===== config.mk =====
export PLATFORM = sky130hd
export DESIGN_NAME = fpsqrt_arbiter
export DESIGN_NICKNAME = d
export VERILOG_FILES = /design/src/rtl/fpsqrt_arbiter.sv
export SDC_FILE = /design/constraint.sdc
export NUM_CORES = 1
export LEC_CHECK = 0
export ABC_AREA = 1
export CAP_MARGIN = 0
export CELL_PAD_IN_SITES_DETAIL_PLACEMENT = 0
export CELL_PAD_IN_SITES_GLOBAL_PLACEMENT = 1
export CORE_AREA = 2 2 152 154
export CTS_CLUSTER_SIZE = 28
export DETAILED_ROUTE_END_ITERATION = 10
export DIE_AREA = 0 0 154 156
export PLACE_DENSITY_LB_ADDON = 0.1
export SYNTH_ARGS = -nofsm -noshare
export SYNTH_HDL_FRONTEND = slang
export SYNTH_SLANG_ARGS = --single-unit
export TNS_END_PERCENT = 50

===== constraint.sdc =====
create_clock -name iCLK -period 6.9 [get_ports iCLK]
set_input_delay 1.035 -clock iCLK [delete_from_list [all_inputs] [get_ports iCLK]]
set_output_delay 1.035 -clock iCLK [all_outputs]
set_load 0.03 [all_outputs]

===== src/rtl/fpsqrt_arbiter.sv =====
// fpsqrt_arbiter: round-robin front end sharing one pipelined FpSqrt unit.
// A shadow tag pipeline carries requester, mode and operand class to the output.
module fpsqrt_arbiter #(
    parameter  int N_REQ    = 4,
    parameter  int SQRT_LAT = 4,
    parameter  int IDW      = $clog2(N_REQ),
    localparam int CW       = $clog2(SQRT_LAT + 1) + 1
) (
    input  logic                iCLK,
    input  logic                iRST_n,
    input  logic                iFlush,
    input  logic [N_REQ-1:0]    iReq_valid,
    input  logic [32*N_REQ-1:0] iReq_a,
    input  logic [N_REQ-1:0]    iReq_inv,
    output logic [N_REQ-1:0]    oReq_ready,
    output logic [31:0]         oSqrt_a,
    input  logic [31:0]         iSqrt_res,
    input  logic [31:0]         iInvSqrt_res,
    output logic                oRes_valid,
    output logic [IDW-1:0]      oRes_id,
    output logic                oRes_inv,
    output logic [31:0]         oRes_data,
    output logic [CW-1:0]       oInflight,
    output logic                oBusy
);

    typedef enum logic [2:0] {
        CL_NORM, CL_PZERO, CL_NZERO, CL_NAN, CL_PINF
    } cls_e;

    typedef struct packed {
        logic           vld;
        logic [IDW-1:0] id;
        logic           inv;
        cls_e           cls;
    } tag_t;

    logic [IDW-1:0] r_rr;
    logic [31:0]    r_sqrt_a;
    tag_t           r_tag [SQRT_LAT];
    logic           r_res_valid;
    logic [IDW-1:0] r_res_id;
    logic           r_res_inv;
    logic [31:0]    r_res_data;
    logic [CW-1:0]  r_cnt;

    logic [N_REQ-1:0] w_grant;
    logic [IDW-1:0]   w_gid;
    logic [31:0]      w_a;
    logic             w_inv;
    logic             w_acc;
    tag_t             w_last;
    logic [31:0]      w_res_data;
    logic [IDW-1:0]   w_rr_next;

    // Denormals fold into the signed-zero classes.
    function automatic cls_e classify(input logic [31:0] a);
        cls_e c;
        if (a[30:23] == 8'h00)
            c = a[31] ? CL_NZERO : CL_PZERO;
        else if (a[31] || (a[30:23] == 8'hFF && a[22:0] != 23'd0))
            c = CL_NAN;
        else if (a[30:23] == 8'hFF)
            c = CL_PINF;
        else
            c = CL_NORM;
        return c;
    endfunction

    // Descending scans: last write wins, so indices >= rr take priority.
    always_comb begin
        w_grant = '0;
        w_gid   = '0;
        w_a     = '0;
        w_inv   = 1'b0;
        for (int j = N_REQ - 1; j >= 0; j--) begin
            if (iReq_valid[j] && IDW'(j) < r_rr) begin
                w_grant    = '0;
                w_grant[j] = 1'b1;
                w_gid      = IDW'(j);
                w_a        = iReq_a[32*j +: 32];
                w_inv      = iReq_inv[j];
            end
        end
        for (int j = N_REQ - 1; j >= 0; j--) begin
            if (iReq_valid[j] && IDW'(j) >= r_rr) begin
                w_grant    = '0;
                w_grant[j] = 1'b1;
                w_gid      = IDW'(j);
                w_a        = iReq_a[32*j +: 32];
                w_inv      = iReq_inv[j];
            end
        end
    end

    assign oReq_ready = iFlush ? '0 : w_grant;
    assign w_acc      = |oReq_ready;
    assign w_rr_next  = (w_gid == IDW'(N_REQ - 1)) ? '0 : w_gid + IDW'(1);
    assign w_last     = r_tag[SQRT_LAT-1];

    always_comb begin
        w_res_data = 32'h7FC0_0000;
        unique case (w_last.cls)
            CL_NORM:  w_res_data = w_last.inv ? iInvSqrt_res : iSqrt_res;
            CL_PZERO: w_res_data = w_last.inv ? 32'h7F80_0000 : 32'h0000_0000;
            CL_NZERO: w_res_data = w_last.inv ? 32'hFF80_0000 : 32'h8000_0000;
            CL_PINF:  w_res_data = w_last.inv ? 32'h0000_0000 : 32'h7F80_0000;
            default:  w_res_data = 32'h7FC0_0000;
        endcase
    end

    always_ff @(posedge iCLK or negedge iRST_n) begin
        if (!iRST_n) begin
            r_rr        <= '0;
            r_sqrt_a    <= '0;
            r_res_valid <= 1'b0;
            r_res_id    <= '0;
            r_res_inv   <= 1'b0;
            r_res_data  <= '0;
            r_cnt       <= '0;
            for (int i = 0; i < SQRT_LAT; i++)
                r_tag[i] <= '0;
        end else begin
            if (w_acc) begin
                r_sqrt_a <= w_a;
                r_rr     <= w_rr_next;
            end
            r_tag[0] <= iFlush ? '0 : '{vld: w_acc, id: w_gid,
                                        inv: w_inv, cls: classify(w_a)};
            for (int i = 1; i < SQRT_LAT; i++)
                r_tag[i] <= iFlush ? '0 : r_tag[i-1];
            r_res_valid <= iFlush ? 1'b0 : w_last.vld;
            if (!iFlush && w_last.vld) begin
                r_res_id   <= w_last.id;
                r_res_inv  <= w_last.inv;
                r_res_data <= w_res_data;
            end
            // An operation stays counted through its output-register cycle.
            if (iFlush)
                r_cnt <= '0;
            else if (w_acc && !r_res_valid)
                r_cnt <= r_cnt + CW'(1);
            else if (!w_acc && r_res_valid)
                r_cnt <= r_cnt - CW'(1);
        end
    end

    assign oSqrt_a    = r_sqrt_a;
    assign oRes_valid = r_res_valid;
    assign oRes_id    = r_res_id;
    assign oRes_inv   = r_res_inv;
    assign oRes_data  = r_res_data;
    assign oInflight  = r_cnt;
    assign oBusy      = (r_cnt != '0);

endmodule


Yosys cells after proc, flatten, opt, wreduce, memory -nomap -nowiden
Cells that the tools add are included.

Word-level logic and storage cells: 112. Output and inout bits: 77. Bits of input ports: 203. Register bits: 102.

$add $sub $neg: 3. Multiplexer cells: 51. Eq/ne operators: 5. $lt $le $gt $ge: 8. Reductions and logical operators: 22.

Operators with widths (number): 32-bit two-way mux (9); 32-bit one-hot mux with 4 select lines (1); 31-bit two-way mux (3); 4-bit two-way mux (12); 7-bit two-way mux (4); 23-bit nonzero test (1); 2-bit two-way mux (10); 1-bit logical AND (12); 1-bit two-way mux (9); 3-bit two-way mux (3); 8-bit == test, second input constant (1); 8-bit logical NOT (1); 4-bit by 1-bit adder with 4-bit output, second input constant (1); 1-bit by 2-bit greater-or-equal comparator with 1-bit output, first input constant (2); 2-bit greater-or-equal comparator, first input constant (2); 1-bit by 2-bit < comparator with 1-bit output, first input constant (2); 2-bit < comparator, first input constant (2); 4-bit nonzero test (1); 4-bit OR reduction (1); 4-bit by 1-bit subtractor with 4-bit output, second input constant (1); 3-bit by 1-bit == test with 1-bit output, second input constant (1); 3-bit by 2-bit == test with 1-bit output, second input constant (1); 3-bit == test, second input constant (1); 1-bit logical NOT (3); other kinds (5) (5).

Depth between registers and ports, before layout
Gate-level depths: netlist of run 1.

Depth in word-level cells: 17. Depth in mapped cells: 19. Depth with buffers taken out: 18.

Least setup slack after synthesis of run 1
Ideal clock, no wire load.

Path kind: in2out. From: input port iReq_valid[0]. To: output port oReq_ready[2]. Path buffers: 0. Arrival: 3.062 ns. Required time: 5.865 ns. Slack: 2.803 ns. Stages on the path: 5. Path through: nand2_1 -> inv_2 -> nor2_1 -> inv_1 -> a2111oi_0.

Longest elaborated chain between the ends: 7.

Ends and longest elaborated chain: start, declared (line 12) `input logic [N_REQ-1:0] iReq_valid,`; 1-bit logical AND (line 77) `if (iReq_valid[j] && IDW'(j) < r_rr) begin`; 4-bit two-way mux (line 77); 4-bit two-way mux (3 in series) (line 86) `if (iReq_valid[j] && IDW'(j) >= r_rr) begin`; 4-bit two-way mux * (line 86); 4-bit two-way mux * (line 96) `assign oReq_ready = iFlush ? '0 : w_grant;`; end, declared (line 15) `output logic [N_REQ-1:0] oReq_ready,`.

Mark *: on every way between the ends. The rest lies on a longest branch, timed or not.

Worst setup path in the final report of run 1
From: input port iReq_valid[3]. To: output port oReq_ready[1].

Longest elaborated chain between the ends: 6.

Ends and longest elaborated chain (line): 1-bit logical AND (86); 4-bit two-way mux (4 in series) (86); 4-bit two-way mux (96).

Every way passes these cells.

==> results.md, run 1 <==
* Crit end category: output port
* WS Path Type: primary input to output port
* Post-synthesis simple-gate area fraction at around 33%
* Top Ports at 280
* Mux share of post-synthesis cell area at 3.26%
* CORE AREA at ~22000 µm²
* Worst EP required at just under 6 ns
* Initial Util at between 30% and 40%
* First-pass DRT Iterations at 5
* Min Tclk post-route at between 5 and 6 ns
* Worst hold path type: flop to flop
* Setup bufs post-CTS at 0
* Die area at 24000 µm²
* Sequential share of the synthesized area at a little over a third
* GRT Util Overall at approximately a fifth
* Synthesized Nets at 1304
* Critical path data arrival time at 4.14 ns
* First-pass GRT wire length at approximately 40000 µm
* Max Freq at 193 MHz
* Fraction of the mapped netlist area in adder cells at 0.816%
* Pwr Density at 348 nW/µm²
* CTS sink cnt at about 100
* Switching Fraction at 47.2%
* Final Skew at approximately 0.0072 ns
* Clock-pin slew on the worst setup and hold paths at approximately 0.070 ns
* Worst Tran Pin Value at 1.01 ns
* Cell Count, Final, Fillers Out at about 1600
* Clk buf depth at 2
* Worst skew pair latency at roughly 0.34 ns
* Final Max Tran Viols at 0
* Max cap viols at 0
* Via density at between 4 and 5
* Post-Syn Instances at 1097
* Root Buffer: clkbuf_16
* Slew HR at 32.2%
* Post-synthesis cell type count at 39
* Comb pwr share at between 60 and 70%
* Post-synthesis xor/xnor area fraction at 0.373%
* Initial antenna violation count at 0
* Area growth syn-to-layout at 45.1%
* Port Buffer Count at 279
* Final nets at 1546
* Number of gates resized after CTS at 0
* CTS tree: done
* Final setup margin at 1.73 ns
* Placed insts at 1613
* Crit Path Max Fanout at 35
* Antenna cells at 0
* CTS buffer count at 9
* Final hold viol count at 0
* Cell Area, Placed at between 9000 and 10000 µm²
* Layout cell share with drive strength beyond 1 at 4.17%
* Routed Antenna Nets at 0
* Outcome: finished clean
* Main combinational cell family by area after synthesis: simple AND/OR/NAND/NOR gates
* Post-CTS Hold Fix Bufs at 0
* Net switching power at 1.68 mW
* Post-route design area at about 10000 µm²
* Wirelength per Cell at around 16 µm
* CP startpoint kind: primary input
* Most common cell after layout, fill and taps aside: nand2_1
* Leakage power at 4.94 nW
* Clock power share at 13.3%
* Via Count at roughly 7600
* Die Width at 154 µm
* H-tree Lvls at 3
* Synthesized cell area at just over 7000 µm²
* DRT iter0 DRCs at between 400 and 500
* Sequential fraction of design power at a little over a quarter
* RD Place Congestion at roughly 0.84
* Chip Height at around 160 µm
* Mean post-synth cell area at 6.43 µm²
* Detailed-route DRC error count at 0
* R2R setup slack at ~3.5 ns
* Setup TNS at 0 ns
* Commonest cells after routing, fill and taps aside: nand2_1, clkdlybuf4s50_1, nor2_1, inv_1, dfrtp_1
* Final wirelength at ~25000 µm
* Synthesis warning total at 0
* FP Rows at between 50 and 60
* Overflow after GRT at 0
* Setup Viol. Count Final at 0
* Post-route clock period utilization at about three quarters
* Yosys reg bits at about 100
* RSZ-0062 raised after global routing: false
* Vias in the first global route at slightly below 7000
* HPWL after DPL at 19500 µm
* DP Worst Slack at approximately 1.7 ns
* Max IR drop VDD at 0.146 mV
* Internal power at 1.88 mW
* Largest net degree at the start of global routing at approximately 70
* PnR Total Power at 3.56 mW
* Compound-gate portion of the synthesized area at between 10% and 20%
==> cell type report <==
cell class | count | area (µm²)
fillers | 2308 | 12100
multi-input cells | 780 | 3600
repair buffers | 287 | 2850
flip-flops and latches | 102 | 2550
inverters | 159 | 597
well taps | 285 | 357
clock buffers | 11 | 243
clock inverters | 5 | 35.0
==> routing by layer <==
metal / GRT usage [%] / part of all wire [%] / up-vias / wire length [µm]
met5: 0 / 0 / - / 0
met4: 6.05 / 2.2 / 0 / 554
met3: 2.86 / 6.0 / 32 / 1540
met2: 31.2 / 42 / 294 / 10800
met1: 30.8 / 49 / 3340 / 12500
li1: - / - / 3905 / -
==> synth_stat cells, drive strengths merged <==
library cell,number,area [µm²]
nand3b,2,15.0
a221oi,3,26.3
xor2,3,26.3
nand4,4,25.0
o21ai,97,485
a21oi,34,181
mux2i,23,230
dfrtp,102,2550
inv,158,593
o31ai,1,7.51
a21boi,1,11.3
a31oi,28,175
o211ai,8,60.1
o22ai,2,12.5
ha,3,37.5
buf,36,226
clkinv,1,3.75
or2,10,62.6
a32oi,1,8.76
fa,1,20.0
nand2,345,1320
nor3,3,15.0
nand3,48,245
nor2,161,614
a2111oi,2,23.8
clkbuf,20,75.1
==> sequential cells by signal, summed over array words and instances (netlist names) <==
name / cells
oRes_valid: 1
oInflight: 4
oRes_data: 32
oSqrt_a: 32
oRes_inv: 1
oRes_id: 2
r_tag: 28
r_rr: 2
==> metrics by stage <==
stage                     hold WS, ns  utilization [%]
final                           0.453             45.8
after global routing            0.479             45.8
after CTS                       0.456             45.8
after detailed placement        0.444             44.5
after global placement          0.435             44.5
after floorplan                 0.418                -
==> worst paths after layout <==
kind | from | end | cells past startpoint
max | iReq_valid[3] | oReq_ready[1] | 7
max reg2reg | r_rr[1] | oInflight[2] | 13
max in group asynchronous | iRST_n | oSqrt_a[1] | 2
min in group asynchronous | iRST_n | oInflight[2] | 1
min reg2reg | r_tag[20] | r_tag[13] | 2
min | r_tag[20] | r_tag[13] | 2
==> critical path, stage by stage <==
cell and delay (ns):
clkdlybuf4s50_1 0.92, a21oi_4 0.97, inv_1 0.12, o21ai_0 0.20, nand2_1 0.14, inv_1 0.07, clkdlybuf4s50_1 0.66
==> power groups by stage <==
stage,clock [mW],combinational [mW],sequential [mW]
after floorplan,0,0.949,1.33
after global placement,0,2.15,0.955
after detailed placement,0,2.15,0.962
after CTS,0.487,2.15,0.951
after global routing,0.511,2.35,0.976
final,0.474,2.14,0.945
==> cells by family after synthesis <==
family | Yosys count
multiplexers | 23
AND/OR/NAND/NOR | 573
adder cells (fa/ha/maj) | 4
flip-flops | 102
AO/OA/AOI/OAI | 177
XOR/XNOR | 3
buffers and inverters | 215
Note: power is estimated with default switching activity, not from simulation.
==> run 2, diff against run 1 <==
--- a/config.mk
+++ b/config.mk
@@ -9,10 +9,10 @@
 export CAP_MARGIN = 0
 export CELL_PAD_IN_SITES_DETAIL_PLACEMENT = 0
 export CELL_PAD_IN_SITES_GLOBAL_PLACEMENT = 1
-export CORE_AREA = 2 2 152 154
+export CORE_AREA = 2 2 165 167
 export CTS_CLUSTER_SIZE = 28
 export DETAILED_ROUTE_END_ITERATION = 10
-export DIE_AREA = 0 0 154 156
+export DIE_AREA = 0 0 167 169
 export PLACE_DENSITY_LB_ADDON = 0.1
 export SYNTH_ARGS = -nofsm -noshare
 export SYNTH_HDL_FRONTEND = slang
==> constraint.sdc (replaced) <==
create_clock -name iCLK -period 4.3 [get_ports iCLK]
set_input_delay 0.645 -clock iCLK [delete_from_list [all_inputs] [get_ports iCLK]]
set_output_delay 0.645 -clock iCLK [all_outputs]
set_load 0.03 [all_outputs]
==> run 2 against run 1 <==
Highest routed layer unchanged. Setup slack got worse by 0.85 ns. Critical path depth grew 10. Worst hold slack worse by 0.026 ns.
==> results.md, run 2 (synthesis gave the netlist of run 1 again) <==
* CTS tree: done
* Top Ports at 280
* Most frequent CP cell: nand2_1
* First-pass DRT Iterations at 5
* CP cell instances: clkdlybuf4s50_1 > inv_1 > nor2_1 > nand2_2 > inv_2 > nand2_1 > a21oi_1 > nand2_1 > nand3_2 > nand2_2 > ha_1 > a21oi_1 > nand2_1 > xor2_1 > xor2_1 > nand3_1 > o21ai_1
* FP Rows at 60
* Worst Tran Pin Value at slightly below 1 ns
* HPWL after DPL at 20700 µm
* Setup bufs post-CTS at 0
* Final Max Tran Viols at 0
* Detailed-route DRC error count at 0
* RSZ-0062 raised after global routing: false
* Setup TNS at 0 ns
* Max IR drop VDD at roughly 0.23 mV
* Slowest-stage cell, CP: clkdlybuf4s50_1
* Slew HR at a little over a third
* Via Count at approximately 7500
* Setup Viol. Count Final at 0
* Outcome: finished clean
* Die area at between 20000 and 30000 µm²
* Via density at about 4.4
* Buf+Inv Stages, Crit Path at 3
* Layout cell share with drive strength beyond 1 at about 5.2%
* Grt peak-use layer: met2
* Min Tclk post-route at 3.43 ns
* Area growth syn-to-layout at 48.0%
* CTS buffer count at 9
* Most common cell after layout, fill and taps aside: nand2_1
* Post-route clock period utilization at around four fifths
* RD Place Congestion at slightly above 0.9
* Routed Antenna Nets at 0
* Critical path data arrival time at roughly 3.7 ns
* Post-CTS Hold Fix Bufs at 0
* Met3 Use GR at under 10%
* Largest net degree at the start of global routing at 72
* Leakage power at 5.01 nW
* Crit Path Max Fanout at 20
* Final nets at roughly 1600
* Final Skew at roughly 0.0074 ns
* Routing usage on met2 at 28.6%
* Overflow after GRT at 0
* CP startpoint kind: primary input
* WS Path Type: primary input to flop
* Worst hold path type: primary input to async pin
* Crit end category: flop
* PnR Total Power at 5.83 mW
* Wirelength per Cell at approximately 16 µm
* GRT Util Overall at 18.8%
* Commonest cells after routing, fill and taps aside: nand2_1, clkdlybuf4s50_1, nor2_1, inv_1, dfrtp_1
* Worst skew pair latency at approximately 0.34 ns
* Final wirelength at about 27000 µm
* Number of gates resized after CTS at 0
* DRT iter0 DRCs at 422
* Vias in the first global route at 7215
* Initial Util at approximately a quarter
* CTS sink cnt at 102
* Die Width at 167 µm
* DP Worst Slack at about 0.5 ns
* CP delay by family, top: simple AND/OR/NAND/NOR gates
* Max stage delay on crit path at 0.56 ns
* Clk buf depth at 2
* Clock-pin slew on the worst setup and hold paths at 0.07 ns
* Max Freq at roughly 300 MHz
* First-pass GRT wire length at 41800 µm
* Final hold viol count at 0
* Worst EP required at ~4.5 ns
* Chip Height at roughly 170 µm
* Final setup margin at 0.875 ns
* Initial antenna violation count at 1
* Pwr Density at roughly 560 nW/µm²
* H-tree Lvls at 3
* Met1 Use GR at between 20% and 30%
* Port Buffer Count at ~280
* Max cap viols at 0
* Root Buffer: clkbuf_16
* CORE AREA at between 20000 and 30000 µm²
==> run 2: worst paths after layout <==
path,endpoint,depth (start not counted),from,slack [ns]
worst max-delay path,oInflight[3],17,iReq_valid[2],0.87
worst min-delay path,oInflight[2],1,iRST_n,0.43
worst max register to register,oInflight[3],15,r_rr[1],1.20
worst min register to register,oRes_id[0],2,r_tag[4],0.45
max in group asynchronous,oRes_data[17],2,iRST_n,2.90
min in group iCLK,oRes_id[0],2,r_tag[4],0.45
==> run 2: layout make-up <==
class                           count  area (µm²)
Clock inverter                      7        72.6
Inverter                          159         597
Antenna cell                        1        2.50
Multi-Input combinational cell    780        3600
Fill cell                        2867       16100
Tap cell                          341         427
Timing Repair Buffer              296        2960
Clock buffer                        9         225
Sequential cell                   102        2550
==> run 2: per-stage QoR <==
stage          hold slack, ns  util (%)  area [µm²]  std cells
2_1_floorplan           0.349         -        7050       1097
3_5_place_dp            0.430      38.2       10100       1678
5_1_grt                 0.468      39.4       10400       1695
3_3_place_gp            0.430      38.2       10100       1678
4_1_cts                 0.453      39.4       10400       1694
6_report                0.426      39.4       10400       1695
==> run 2: layer usage <==
layer,wire length [µm],up-vias
li1,-,3922
met2,11400,255
met4,469,0
met1,13000,3324
met5,0,-
met3,1840,25
==> run 2: power breakdown <==
group / total, mW / switching (mW) / internal [mW]
logic: 3.49 / 2.17 / 1.32
registers: 1.52 / 0.202 / 1.32
clock network: 0.817 / 0.364 / 0.452
total: 5.83 / 2.74 / 3.09
==> run 2: worst reg2reg max path, delay by kind of cell, from the launching register on <==
kind	cells	cell delay, ns
flip-flops	1	0.44
buffers and inverters	2	0.45
AO/OA/AOI/OAI	2	0.19
XOR/XNOR	2	0.31
AND/OR/NAND/NOR	8	1.30
adder cells (fa/ha/maj)	1	0.29
==> RTL change, RTL diff (settings of run 2) <==
The parameter `SQRT_LAT` goes from 4 to 8.
--- a/src/rtl/fpsqrt_arbiter.sv
+++ b/src/rtl/fpsqrt_arbiter.sv
@@ -2,7 +2,7 @@
 // A shadow tag pipeline carries requester, mode and operand class to the output.
 module fpsqrt_arbiter #(
     parameter  int N_REQ    = 4,
-    parameter  int SQRT_LAT = 4,
+    parameter  int SQRT_LAT = 8,
     parameter  int IDW      = $clog2(N_REQ),
     localparam int CW       = $clog2(SQRT_LAT + 1) + 1
 ) (
Interface: changed (resized oInflight); port bits go from 280 to 281. The function was not compared with the original's and may differ.
==> RTL change against run 2 <==
- worst setup slack got worse by 0.17 ns
- utilization grew 4.6 points
- largest cell class unchanged
- sequential power grew 9%
- clock power grew 75%
- total power up 4.5%
- critical endpoint is now oInflight[4]
- design area is 12% higher
- sequential cell count up 29
- routed wire length rose by 1.9%
- synthesized area up 13%
==> RTL change: results <==
export IMPL_synth_area_leaders="dfrtp_1, nand2_1, inv_1"
export IMPL_finClkSkew_ns=0.0154
export IMPL_clk_insertion_delay_late_ns=0.41
export IMPL_grt_use_met3_pct=3.06
export IMPL_layout_drive_gt1_share_pct=6.34
export IMPL_nFillCells=2729
export IMPL_status="completed"
export IMPL_antenna_found_initial=0
export IMPL_path_clk_slew_ns=0.06
export IMPL_synth_commonest_cells="nand2_1, inv_1, nor2_1"
export IMPL_wl_met2_mm=12.5
export IMPL_critical_path_max_fanout=27
export IMPL_syn_num_nets=1362
export IMPL_crit_arrival_ns=3.89
export IMPL_drt_iter0_drc=549
export IMPL_wl_met3_mm=1.52
export IMPL_io_buffers=280
export IMPL_top_register="r_tag"
export IMPL_pre_cts_ws_ns=0.565
export IMPL_numCtsBuffers=17
export IMPL_via_per_inst=4.53
export IMPL_first_global_vias=7606
export IMPL_dpl_cell_area_um2=11100
export IMPL_grt_use_met2_pct=30.6
export IMPL_placedCellCount=1729
export IMPL_antenna_cells=0
export IMPL_wl_met1_mm=13.1
export IMPL_vdd_drop_max_uv=238
export IMPL_gp_congestion=0.815
export IMPL_p_leak_nw=5.53
export IMPL_syn_mean_instance_area_um2=6.94
export IMPL_cts_htree_levels=4
export IMPL_ys_seq_area_share_pct=41.0
export IMPL_grt_usage_pct=19.2
export IMPL_routed_wl_mm=27.2
export IMPL_slew_headroom_pct=34.4
export IMPL_use_met1_pct=27.3
export IMPL_grt_max_degree=79
export IMPL_crit_start="r_rr[1]"
export IMPL_grt_pass1_wl_mm=42.6
export IMPL_fin_cells=1761
## RTL change: worst max-delay path, stage by stage (launching register included)
cell and delay [ns]:
dfrtp_1 0.47, nand2_4 0.25, inv_2 0.44, nand2_2 0.25, nor2_2 0.17, nor2_2 0.06
nor3_4 0.12, nand2_1 0.10, nand3_2 0.30, nand2_2 0.23, fa_1 0.45, nand3_1 0.10
nand2_1 0.06, xor2_1 0.15, xor2_1 0.16, nand3_1 0.07, o21ai_1 0.06
## RTL change: worst paths after layout
check / slack [ns] / cells after the start / end
worst min-delay path: 0.25 / 1 / r_tag[19]
min in group iCLK: 0.44 / 2 / oRes_id[0]
worst max-delay path: 0.70 / 16 / oInflight[4]
worst max register to register: 0.70 / 16 / oInflight[4]
worst min register to register: 0.44 / 2 / oRes_id[0]
max in group asynchronous: 3.11 / 2 / oRes_data[13]
## RTL change: area by class of cell
class / instances / area [um2] / share of cell area, %
clock buffer: 18 / 439 / 3.76
timing repair buffer: 297 / 2970 / 25.4
multi-input combinational: 778 / 3720 / 31.9
clock inverter: 14 / 153 / 1.31
inverter: 182 / 683 / 5.86
sequential: 131 / 3280 / 28.1
tap: 341 / 427 / 3.66
## RTL change: kinds of logic after synthesis
| logic type | after synthesis | synth area share [%] |
|---|---|---|
| xor+xnor | 3 | 0.328 |
| buf+inv | 244 | 12.5 |
| mux | 23 | 2.88 |
| fa+ha+maj | 6 | 1.03 |
| flops | 131 | 41.0 |
| simple gates | 542 | 28.1 |
| compound gates | 204 | 14.1 |
## RTL change: report_power, final
group	total (mW)	internal, mW	switching, mW
logic	2.99	1.13	1.86
registers	1.66	1.50	0.166
clock network	1.43	0.876	0.558
total	6.09	3.50	2.59
